==> config.mk <==
export PLATFORM = sky130hd
export DESIGN_NAME = fp_mul_result_buffer
export DESIGN_NICKNAME = d
export VERILOG_FILES = /design/src/rtl/fp_mul_result_buffer.sv
export SDC_FILE = /design/constraint.sdc
export NUM_CORES = 1
export LEC_CHECK = 0
export CAP_MARGIN = 5
export CORE_MARGIN = 4
export CORE_UTILIZATION = 55
export DETAILED_ROUTE_END_ITERATION = 10
export PLACE_DENSITY = 0.93
export SYNTH_ARGS = -nofsm -noshare
export SYNTH_HDL_FRONTEND = slang
export SYNTH_HIERARCHICAL = 1
export SYNTH_SLANG_ARGS = --single-unit
==> constraint.sdc <==
create_clock -name clk -period 4.5 [get_ports clk]
set_input_delay 0.675 -clock clk [delete_from_list [all_inputs] [get_ports clk]]
set_output_delay 0.675 -clock clk [all_outputs]
set_load 0.01 [all_outputs]
==> src/rtl/fp_mul_result_buffer.sv <==
// FIFO for FP multiplier results with exception counter and optional sticky flags (FP_STICKY_FLAGS_EN).
// Latency: a pushed word reaches the outputs one cycle later (no bypass).
// Backpressure: in_ready drops when the buffer is full; out_valid and in_ready come only from registered state.

module fp_mul_fifo #(
   parameter int W     = 37,
   parameter int DEPTH = 4
) (
   input  logic                     clk,
   input  logic                     reset_n,
   input  logic                     push,
   input  logic                     pop,
   input  logic [W-1:0]             wdat,
   output logic [W-1:0]             rdat,
   output logic [$clog2(DEPTH):0]   count
);
   localparam int AW = $clog2(DEPTH);

   logic [W-1:0]  mem [DEPTH];
   logic [AW-1:0] wr_ptr;
   logic [AW-1:0] rd_ptr;

   // Storage is left out of reset; only pointers and occupancy define validity.
   always_ff @(posedge clk) begin
      if (push) mem[wr_ptr] <= wdat;
   end

   always_ff @(posedge clk or negedge reset_n) begin
      if (!reset_n) begin
         wr_ptr <= '0;
         rd_ptr <= '0;
         count  <= '0;
      end else begin
         if (push) wr_ptr <= wr_ptr + 1'b1;
         if (pop)  rd_ptr <= rd_ptr + 1'b1;
         case ({push, pop})
            2'b10:   count <= count + 1'b1;
            2'b01:   count <= count - 1'b1;
            default: count <= count;
         endcase
      end
   end

   assign rdat = mem[rd_ptr];
endmodule

module fp_mul_result_buffer #(
   parameter int DEPTH = 4
) (
   input  logic                     clk,
   input  logic                     reset_n,
   input  logic                     in_valid,
   output logic                     in_ready,
   input  logic [31:0]              in_result,
   input  logic [4:0]               in_flags,
   output logic                     out_valid,
   input  logic                     out_ready,
   output logic [31:0]              out_result,
   output logic [4:0]               out_flags,
   output logic [$clog2(DEPTH):0]   count,
   output logic [7:0]               exc_count,
   input  logic                     sticky_clr,
   output logic [4:0]               sticky
);
   localparam int AW = $clog2(DEPTH);
   localparam logic [AW:0] FULL_CNT = (AW+1)'(DEPTH);

   logic        push;
   logic        pop;
   logic        exc_hit;
   logic [36:0] head_dat;

   assign in_ready  = (count < FULL_CNT);
   assign out_valid = (count != '0);
   assign push      = in_valid & in_ready;
   assign pop       = out_valid & out_ready;

   fp_mul_fifo #(.W(37), .DEPTH(DEPTH)) u_fifo (
      .clk     (clk),
      .reset_n (reset_n),
      .push    (push),
      .pop     (pop),
      .wdat    ({in_result, in_flags}),
      .rdat    (head_dat),
      .count   (count)
   );

   // Outputs forced to zero when empty so stale storage never leaks out.
   assign out_result = out_valid ? head_dat[36:5] : 32'd0;
   assign out_flags  = out_valid ? head_dat[4:0]  : 5'd0;

   // zero (bit 2) is a normal result, not an exception.
   assign exc_hit = |(in_flags & 5'b11011);

   always_ff @(posedge clk or negedge reset_n) begin
      if (!reset_n) begin
         exc_count <= 8'd0;
      end else if (push && exc_hit && (exc_count != 8'hff)) begin
         exc_count <= exc_count + 8'd1;
      end
   end

`ifdef FP_STICKY_FLAGS_EN
   always_ff @(posedge clk or negedge reset_n) begin
      if (!reset_n) begin
         sticky <= 5'd0;
      end else if (sticky_clr) begin
         sticky <= push ? in_flags : 5'd0;
      end else if (push) begin
         sticky <= sticky | in_flags;
      end
   end
`else
   logic unused_sticky_clr;
   assign unused_sticky_clr = sticky_clr;
   assign sticky = 5'd0;
`endif
endmodule

; After elaboration in Yosys (flattened, before gate mapping)
; Memories as Yosys holds them, arrays and structs flattened.
; Index checks and enable logic that the tools add are counted.
; Widths: inputs -> output; s select.
[totals]
input_bits = 42
ff_bits = 15
mem_count = 1
out_inout_bits = 55
word_cells = 26
ramBits = 148
[classes]
n_lt_le_gt_ge = 1
n_addsub = 5
muxes = 5
bitwise = 2
n_reduce_logical = 5
eq_ne = 3
[memory_table]
columns = memory, words, width, read_ports, rd_clocked_by_memory_dff, write_ports, line
row1 = u_fifo.mem, 4, 37, 1, 0, 1, 19  ; logic [W-1:0] mem [DEPTH];
[ops]
columns = operator, count
row1 = $mux 32, 1
row2 = $add 8x1->8 const B, 1
row3 = $ne 8x8->1 const B, 1
row4 = $pmux 3 s2, 1
row5 = $mux 5, 1
row6 = $add 2x1->2 const B, 2
row7 = $reduce_or 4->1, 1
row8 = $add 3x1->3 const B, 1
row9 = $lt 3x3->1 const B, 1
row10 = $reduce_bool 3->1, 1
row11 = $sub 3x1->3 const B, 1
row12 = $and 1x1->1, 2
row13 = $eq 2x1->1 const B, 1
row14 = $eq 2x2->1 const B, 1
row15 = $logic_and 1x1->1, 2
row16 = $mux 1, 2
row17 = $reduce_bool 2->1, 1

; Logic depth before layout (Yosys ltp)
; Gate-level depths: netlist of the first run.
[logic_depth]
word_depth = 4
mapped_depth = 8
ltp_nobuf = 7

; Cells and area by module
; The synthesis of the first run kept the hierarchy.
[by_module_without_submodules]
columns = module, area_per_inst_um2, cells_per_inst, seq_area_each_um2, n_inst
row1 = fp_mul_fifo, 5708.0, 224, 4619.4, 1
row2 = fp_mul_result_buffer, 793.3, 90, 200.2, 1

; Worst setup path after synthesis of the first run
; Ideal clock, no wire load.
[synth_timing]
path_type = in2reg
start = in in_valid
end = mem u_fifo.mem[0][0] (enable)
setup_slack_ns = 2.240
required_time_ns = 4.102
setup_time_ns = 0.398
t_arrival_ns = 1.863
n_path_buf = 0
cell_stages = 2
path_cell_list = nor2b_4 and2_1
[synth_between]
elab_chain_len = 3
[synth_rtl]
columns = element, line
row1 = from (decl), 52  ; input logic in_valid,
row2 = $and 1x1->1, 75  ; assign push = in_valid & in_ready;
row3 = $mux 1, 25  ; if (push) mem[wr_ptr] <= wdat;
row4 = $mux 1 (implied by the code), 25
row5 = to (decl), 19
; No other way between the ends.

; Worst setup path in the final report of the first run
[layout_timing]
start = reg u_fifo.rd_ptr[0]
end = out out_result[13]
[layout_between]
elab_chain_len = 2
[layout_rtl]
columns = element, line
row1 = from (decl), 21  ; logic [AW-1:0] rd_ptr;
row2 = from (signal assigned), 35  ; if (pop) rd_ptr <= rd_ptr + 1'b1;
row3 = $mem_v2 4x37, --
row4 = net head_dat[18], 71  ; logic [36:0] head_dat;
row5 = $mux 32, 89  ; assign out_result = out_valid ? head_dat[36:5] : 32'd0;
row6 = to (decl), 58  ; output logic [31:0] out_result,
; The timed path passes the listed nets, and every way through them passes these cells.

==> impl_metrics.toml, run 1 <==
[outcome]
status = "finished clean"

[clock_network]
htree_num_levels = 4
cts.sinks = 163
cts_buffer_depth = 2
cts_buffers = 17
cts_hold_buf = 0
insertion_delay_ps = 410
cts_root_buf = "clkbuf_16"
ctsResizeCount = 0
cts_tree = "yes"
path_clk_slew_ps = 60
cts_setup_buffers = 0

[yosys]
ys_warn_count = 6
async_flop_share_pct = 9.20
synth_adder_area_share_pct = 1.46
ys_ff_latch = 163
synth_xor_area_share_pct = 1.21
synthMuxAreaShare_pct = 13.8
yosys.area_share.simple_pct = 6.68
synthCells = 314
synth-edff-count = 148
synth.top_cell.area_share_pct = 68.4
yosys.cell_types.count = 37
synth_compound_area_share_pct = 0.520
syn_area_sq_um = 6500
yosysSeqAreaShare_pct = 74.1
synth_top_family_by_area = "multiplexers"
yosys.area.top_type = "edfxtp_1"
ys.flop_type = "edfxtp_1"
synthTopCellsByArea = "edfxtp_1 68%, mux4_2 13%, dfrtp_1 5.8%"
yosys-top-cells-count = "148 x edfxtp_1, 37 x mux4_2, 35 x nor2b_1"
avgSynthCellArea_sq_um = 20.7
synth.most_common_cell = "edfxtp_1"

[sta]
max_freq_ghz = 0.295
relSlewSlack_pct = 28.0
drv_slew = 0
whs_ps = 531
hold_viol = 0
fin_crit_sh_pct = 75.4
tns_ps = 0
setup_viol = 0
rsz0062_at_grt = "false"
worst_slack_ps = 1110
tightest_slew_ps = 1080
layout_min_cycle_time_ps = 3390
finClkSkew_ps = 6.73

[detailed_routing]
drt_iter0_markers = 199
viasPerCell = 5.62
vias = 3196
wl_per_cell_um = 20.8
drc = 0
postRouteAntennaNets = 0
wl_um = 11800
dr.pass1.iters = 4

[floorplan]
dieArea_sq_um = 13600
initial_utilization_pct = 56.5
die_width_um = 117
ioPinCount = 97
rows = 39
core-area_sq_um = 11500
die_y_um = 117

[worst_setup_path]
rr_startpoint = "u_fifo/count[2]$_DFFE_PN0P_"
r2r_cells = 8
critPathBufInv = 2
arrival_ps = 2720
r2r_slack_ps = 2030
reg2reg_to = "u_fifo/count[2]$_DFFE_PN0P_"
path_max_fanout = 19
cpPeakStageDelay_ps = 750
crit_path_cell_trace = "buf_4, mux4_2, nor2b_1, clkdlybuf4s50_1"
critPathRequiredTime_ps = 3830
end_kind = "primary output"
path_delay_family = "buffers and inverters"
crit_slowest_cell = "dfrtp_2"
start_kind = "flop"
critPathKind = "reg2out"

[placed_design]
place_area_sq_um = 7520
io_buffers = 90
dp_hpwl_um = 7140
place.gp.congestion = 0.755
dp_slack_ps = 1450
dp.cells = 537

[min_path]
min_to = "exc_count[0]$_DFFE_PN0P_"
min_from = "exc_count[0]$_DFFE_PN0P_"
min_path_cells = 1
hold_path_class = "reg2reg"

[power]
peakVddDrop_mv = 0.447
switching_share_pct = 29.1
clkPwrFrac_pct = 25.2
seqPwrFrac_pct = 40.6
p_switching_w = 0.00155
power_density_nw_per_um2 = 659
p_int_w = 0.00377
power_frac_comb_pct = 34.2
p_leak_nw = 2.76

[grt]
grt_overflow = 0
grt_usage_pct = 18.7
grt_max_degree = 40
antenna_found_initial = 0
first_global_vias = 3451
grt_pass1_wl_um = 18500

[finish]
stdcell_area_sq_um = 8080
antennaDiodeCount = 0
nNetsFinal = 462
filler_cell_count = 730
area_delta_synth_final_pct = 24.2
drive_gt1_share_pct = 21.6
stdcell_count = 569

[job]
drv_cap = 0
-- stage by stage --
step / utilization, % / power (W)
floorplan: - / 0.00317
global placement: 65.3 / 0.00398
detailed placement: 65.3 / 0.00404
CTS: 70.1 / 0.00539
global route: 70.1 / 0.00560
finish: 70.1 / 0.00532
-- registers in the layout, summed over array words and instances (netlist names) --
signal	count
u_fifo/count	3
u_fifo/rd_ptr	2
u_fifo/wr_ptr	2
u_fifo/mem	148
exc_count	8
-- cells in the final DEF (no fill, tap or decap), types with 2 or more instances in the layout --
| master | count |
|---|---|
| and2b_1 | 4 |
| and3_1 | 2 |
| nand2_1 | 5 |
| inv_1 | 6 |
| dfrtp_1 | 13 |
| clkinvlp_4 | 3 |
| mux4_2 | 37 |
| and2_2 | 4 |
| edfxtp_1 | 148 |
| clkbuf_16 | 17 |
| conb_1 | 5 |
| nand2_2 | 2 |
| inv_6 | 4 |
| buf_4 | 3 |
| dfrtp_2 | 2 |
| xor2_1 | 3 |
| mux2_4 | 3 |
| nor2b_1 | 35 |
| clkinv_2 | 4 |
| ha_1 | 6 |
| nand3_1 | 2 |
| clkdlybuf4s50_1 | 90 |
| clkinv_4 | 3 |
| xnor2_1 | 6 |
-- worst max-delay path by stage --
stage,from,to,cells after the start
CTS,u_fifo/rd_ptr[0]$_DFFE_PN0P_,out_result[2],4
finish,u_fifo/rd_ptr[0]$_DFFE_PN0P_,out_result[13],4
global route,u_fifo/rd_ptr[0]$_DFFE_PN0P_,out_result[6],4
floorplan,in_valid,u_fifo/mem[0][0]$_DFFE_PP_,2
detailed placement,u_fifo/rd_ptr[0]$_DFFE_PN0P_,out_result[25],4
global placement,u_fifo/rd_ptr[0]$_DFFE_PN0P_,out_result[11],4
-- power groups by stage --
| stage | clock [W] | combinational (W) | sequential, W |
|---|---|---|---|
| 2_1_floorplan | 0 | 0.00111 | 0.00206 |
| 3_3_place_gp | 0 | 0.00180 | 0.00218 |
| 3_5_place_dp | 0 | 0.00185 | 0.00220 |
| 4_1_cts | 0.00136 | 0.00185 | 0.00217 |
| 5_1_grt | 0.00144 | 0.00196 | 0.00220 |
| 6_report | 0.00134 | 0.00182 | 0.00216 |
-- area by class of cell --
cell class | count | area (sq um) | area share, %
clock buffer | 17 | 425 | 5.27
sequential | 163 | 4820 | 59.7
tap | 143 | 179 | 2.22
clock inverter | 15 | 134 | 1.66
multi-input combinational | 132 | 1570 | 19.4
timing repair buffer | 93 | 923 | 11.4
inverter | 6 | 22.5 | 0.279
-- metal layers --
metal / track usage, % / vias up / routed length [um]
li1: - / 1423 / -
met1: 23.2 / 1663 / 4650
met2: 32.0 / 100 / 6480
met3: 5.54 / 10 / 603
met4: 5.96 / 0 / 80
met5: 0 / - / 0
-- logic make-up after synthesis --
group	after synthesis
compound gates	5
buf+inv	23
mux	42
fa+ha+maj	7
simple gates	64
xor+xnor	9
other cells	1
flops	163
Note: power is estimated with default switching activity, not from simulation.
==> inputs of run 2 (changes only) <==
--- a/config.mk
+++ b/config.mk
@@ -7,9 +7,9 @@
 export LEC_CHECK = 0
 export CAP_MARGIN = 5
 export CORE_MARGIN = 4
-export CORE_UTILIZATION = 55
+export CORE_UTILIZATION = 49
 export DETAILED_ROUTE_END_ITERATION = 10
-export PLACE_DENSITY = 0.93
+export PLACE_DENSITY = 0.88
 export SYNTH_ARGS = -nofsm -noshare
 export SYNTH_HDL_FRONTEND = slang
 export SYNTH_HIERARCHICAL = 1
==> constraint.sdc (replaced) <==
create_clock -name clk -period 3.05 [get_ports clk]
set_input_delay 0.4575 -clock clk [delete_from_list [all_inputs] [get_ports clk]]
set_output_delay 0.4575 -clock clk [all_outputs]
set_load 0.01 [all_outputs]
==> run 2 against run 1 <==
Compared with the run above: global-route usage decreased by 2.3 points; register-to-register slack got worse by 1200 ps; clock skew increased by 1.8 ps; sequential cell count unchanged; cell area increased by 2.0%; worst setup slack got worse by 790 ps; clock power increased by 53%; core utilization decreased by 5.9 points; wire length decreased by 4.0%; first-iteration DRC count increased by 14%; via count decreased by 0.69%; worst hold slack got worse by 44 ps.
==> impl_metrics.toml, run 2 (same netlist as run 1, synthesis figures left out) <==
[finish]
reg.largest.list = "u_fifo/mem: 148 flops, exc_count: 8 flops, u_fifo/count: 3 flops"
area_delta_synth_final_pct = 26.7
final_common_cell = "edfxtp_1"
drive_gt1_share_pct = 21.2
regMostFlops = "u_fifo/mem"
antennaDiodeCount = 0
nNetsFinal = 469
largest_reg_flops = 148
layout_common_cells = "148 x edfxtp_1, 90 x clkdlybuf4s50_1, 37 x mux4_2, 35 x nor2b_1, 17 x clkbuf_16"

[clock_network]
cts_buffers = 17
cts.sinks = 163
ctsResizeCount = 0
cts_buffer_depth = 2
htree_num_levels = 4
cts_tree = "yes"
path_clk_slew_ps = 60
cts_root_buf = "clkbuf_16"
insertion_delay_ps = 400
cts_setup_buffers = 0
cts_hold_buf = 0

[worst_setup_path]
end_kind = "primary output"
crit_path_cell_trace = "buf_12, mux4_2, nor2b_1, clkdlybuf4s50_1"
path_max_fanout = 39
crit_slowest_cell = "mux4_2"
critPathRequiredTime_ps = 2590
cpPeakStageDelay_ps = 560
start_kind = "flop"
critPathKind = "reg2out"
arrival_ps = 2280

[sta]
finClkSkew_ps = 8.57
rsz0062_at_grt = "false"
tightest_slew_ps = 716
whs_ps = 488
fin_crit_sh_pct = 89.7
worst_slack_ps = 315
layout_min_cycle_time_ps = 2730
relSlewSlack_pct = 52.1
setup_viol = 0
max_freq_ghz = 0.366
drv_slew = 0
hold_viol = 0
tns_ps = 0

[floorplan]
die_width_um = 123
initial_utilization_pct = 50.7
die_y_um = 123
dieArea_sq_um = 15200
ioPinCount = 97
core-area_sq_um = 12800
rows = 41

[detailed_routing]
drc = 0
wl_um = 11300
drt_iter0_markers = 226
wl_per_cell_um = 18.7
postRouteAntennaNets = 0
viasPerCell = 5.25
vias = 3174
dr.pass1.iters = 5

[grt]
first_global_vias = 3498
grt_usage_pct = 16.4
antenna_found_initial = 0
grt_overflow = 0
grt_pass1_wl_um = 18400
grt_max_degree = 40

[power]
peakVddDrop_mv = 0.549
power_density_nw_per_um2 = 968
p_leak_nw = 2.81

[placed_design]
dp_hpwl_um = 6990
io_buffers = 90
dp_slack_ps = 637
place.gp.congestion = 0.770

[outcome]
status = "finished clean"

[min_path]
hold_path_class = "in2async"

[job]
drv_cap = 0
[run 2: layout make-up]
cell class,instances,area [sq um]
Clock buffer,22,444
Clock inverter,10,134
Fill cell,877,4590
Inverter,6,22.5
Multi-Input combinational cell,132,1570
Sequential cell,163,4820
Tap cell,172,215
Timing Repair Buffer,100,1030
[run 2: final timing paths]
path                                               from  cells after the start                      endpoint  slack, ps
setup reg to reg            u_fifo/count[2]$_DFFE_PN0P_                      8   u_fifo/count[2]$_DFFE_PN0P_        820
setup / recovery           u_fifo/rd_ptr[0]$_DFFE_PN0P_                      4                out_result[20]        320
max in group asynchronous                       reset_n                      1  u_fifo/rd_ptr[1]$_DFFE_PN0P_       2070
hold reg to reg                exc_count[7]$_DFFE_PN0P_                      1      exc_count[7]$_DFFE_PN0P_        520
hold / removal                                  reset_n                      1      exc_count[1]$_DFFE_PN0P_        490
min in group clk               exc_count[7]$_DFFE_PN0P_                      1      exc_count[7]$_DFFE_PN0P_        520
[run 2: where the power goes]
group          internal, W  leakage, nW  switching [W]
clock network      0.00128        0.269       0.000770
logic              0.00166         1.01        0.00125
registers          0.00283         1.53       0.000170
[run 2: metrics by stage]
step / instances / total power [W] / util [%] / instance area, sq um
after detailed placement: 573 / 0.00603 / 59.7 / 7660
final: 605 / 0.00797 / 64.2 / 8230
after global placement: 573 / 0.00596 / 59.7 / 7660
after CTS: 605 / 0.00809 / 64.2 / 8230
after floorplan: 318 / 0.00468 / - / 6520
after global routing: 605 / 0.00843 / 64.2 / 8230
[run 2: critical path: cells and delay by family, from the launching register on]
kind | cells | cell delay [ps]
mux | 1 | 560
buf+inv | 2 | 780
flops | 1 | 370
simple gates | 1 | 150
[run 2: layer usage]
| layer | global-route usage [%] | vias to the layer above | part of all wire [%] |
|---|---|---|---|
| met3 | 5.03 | 4 | 4.9 |
| met1 | 21.4 | 1656 | 44 |
| met2 | 27.0 | 81 | 51 |
| met4 | 4.57 | 0 | 0.50 |
| met5 | 0 | - | 0 |
| li1 | - | 1433 | - |
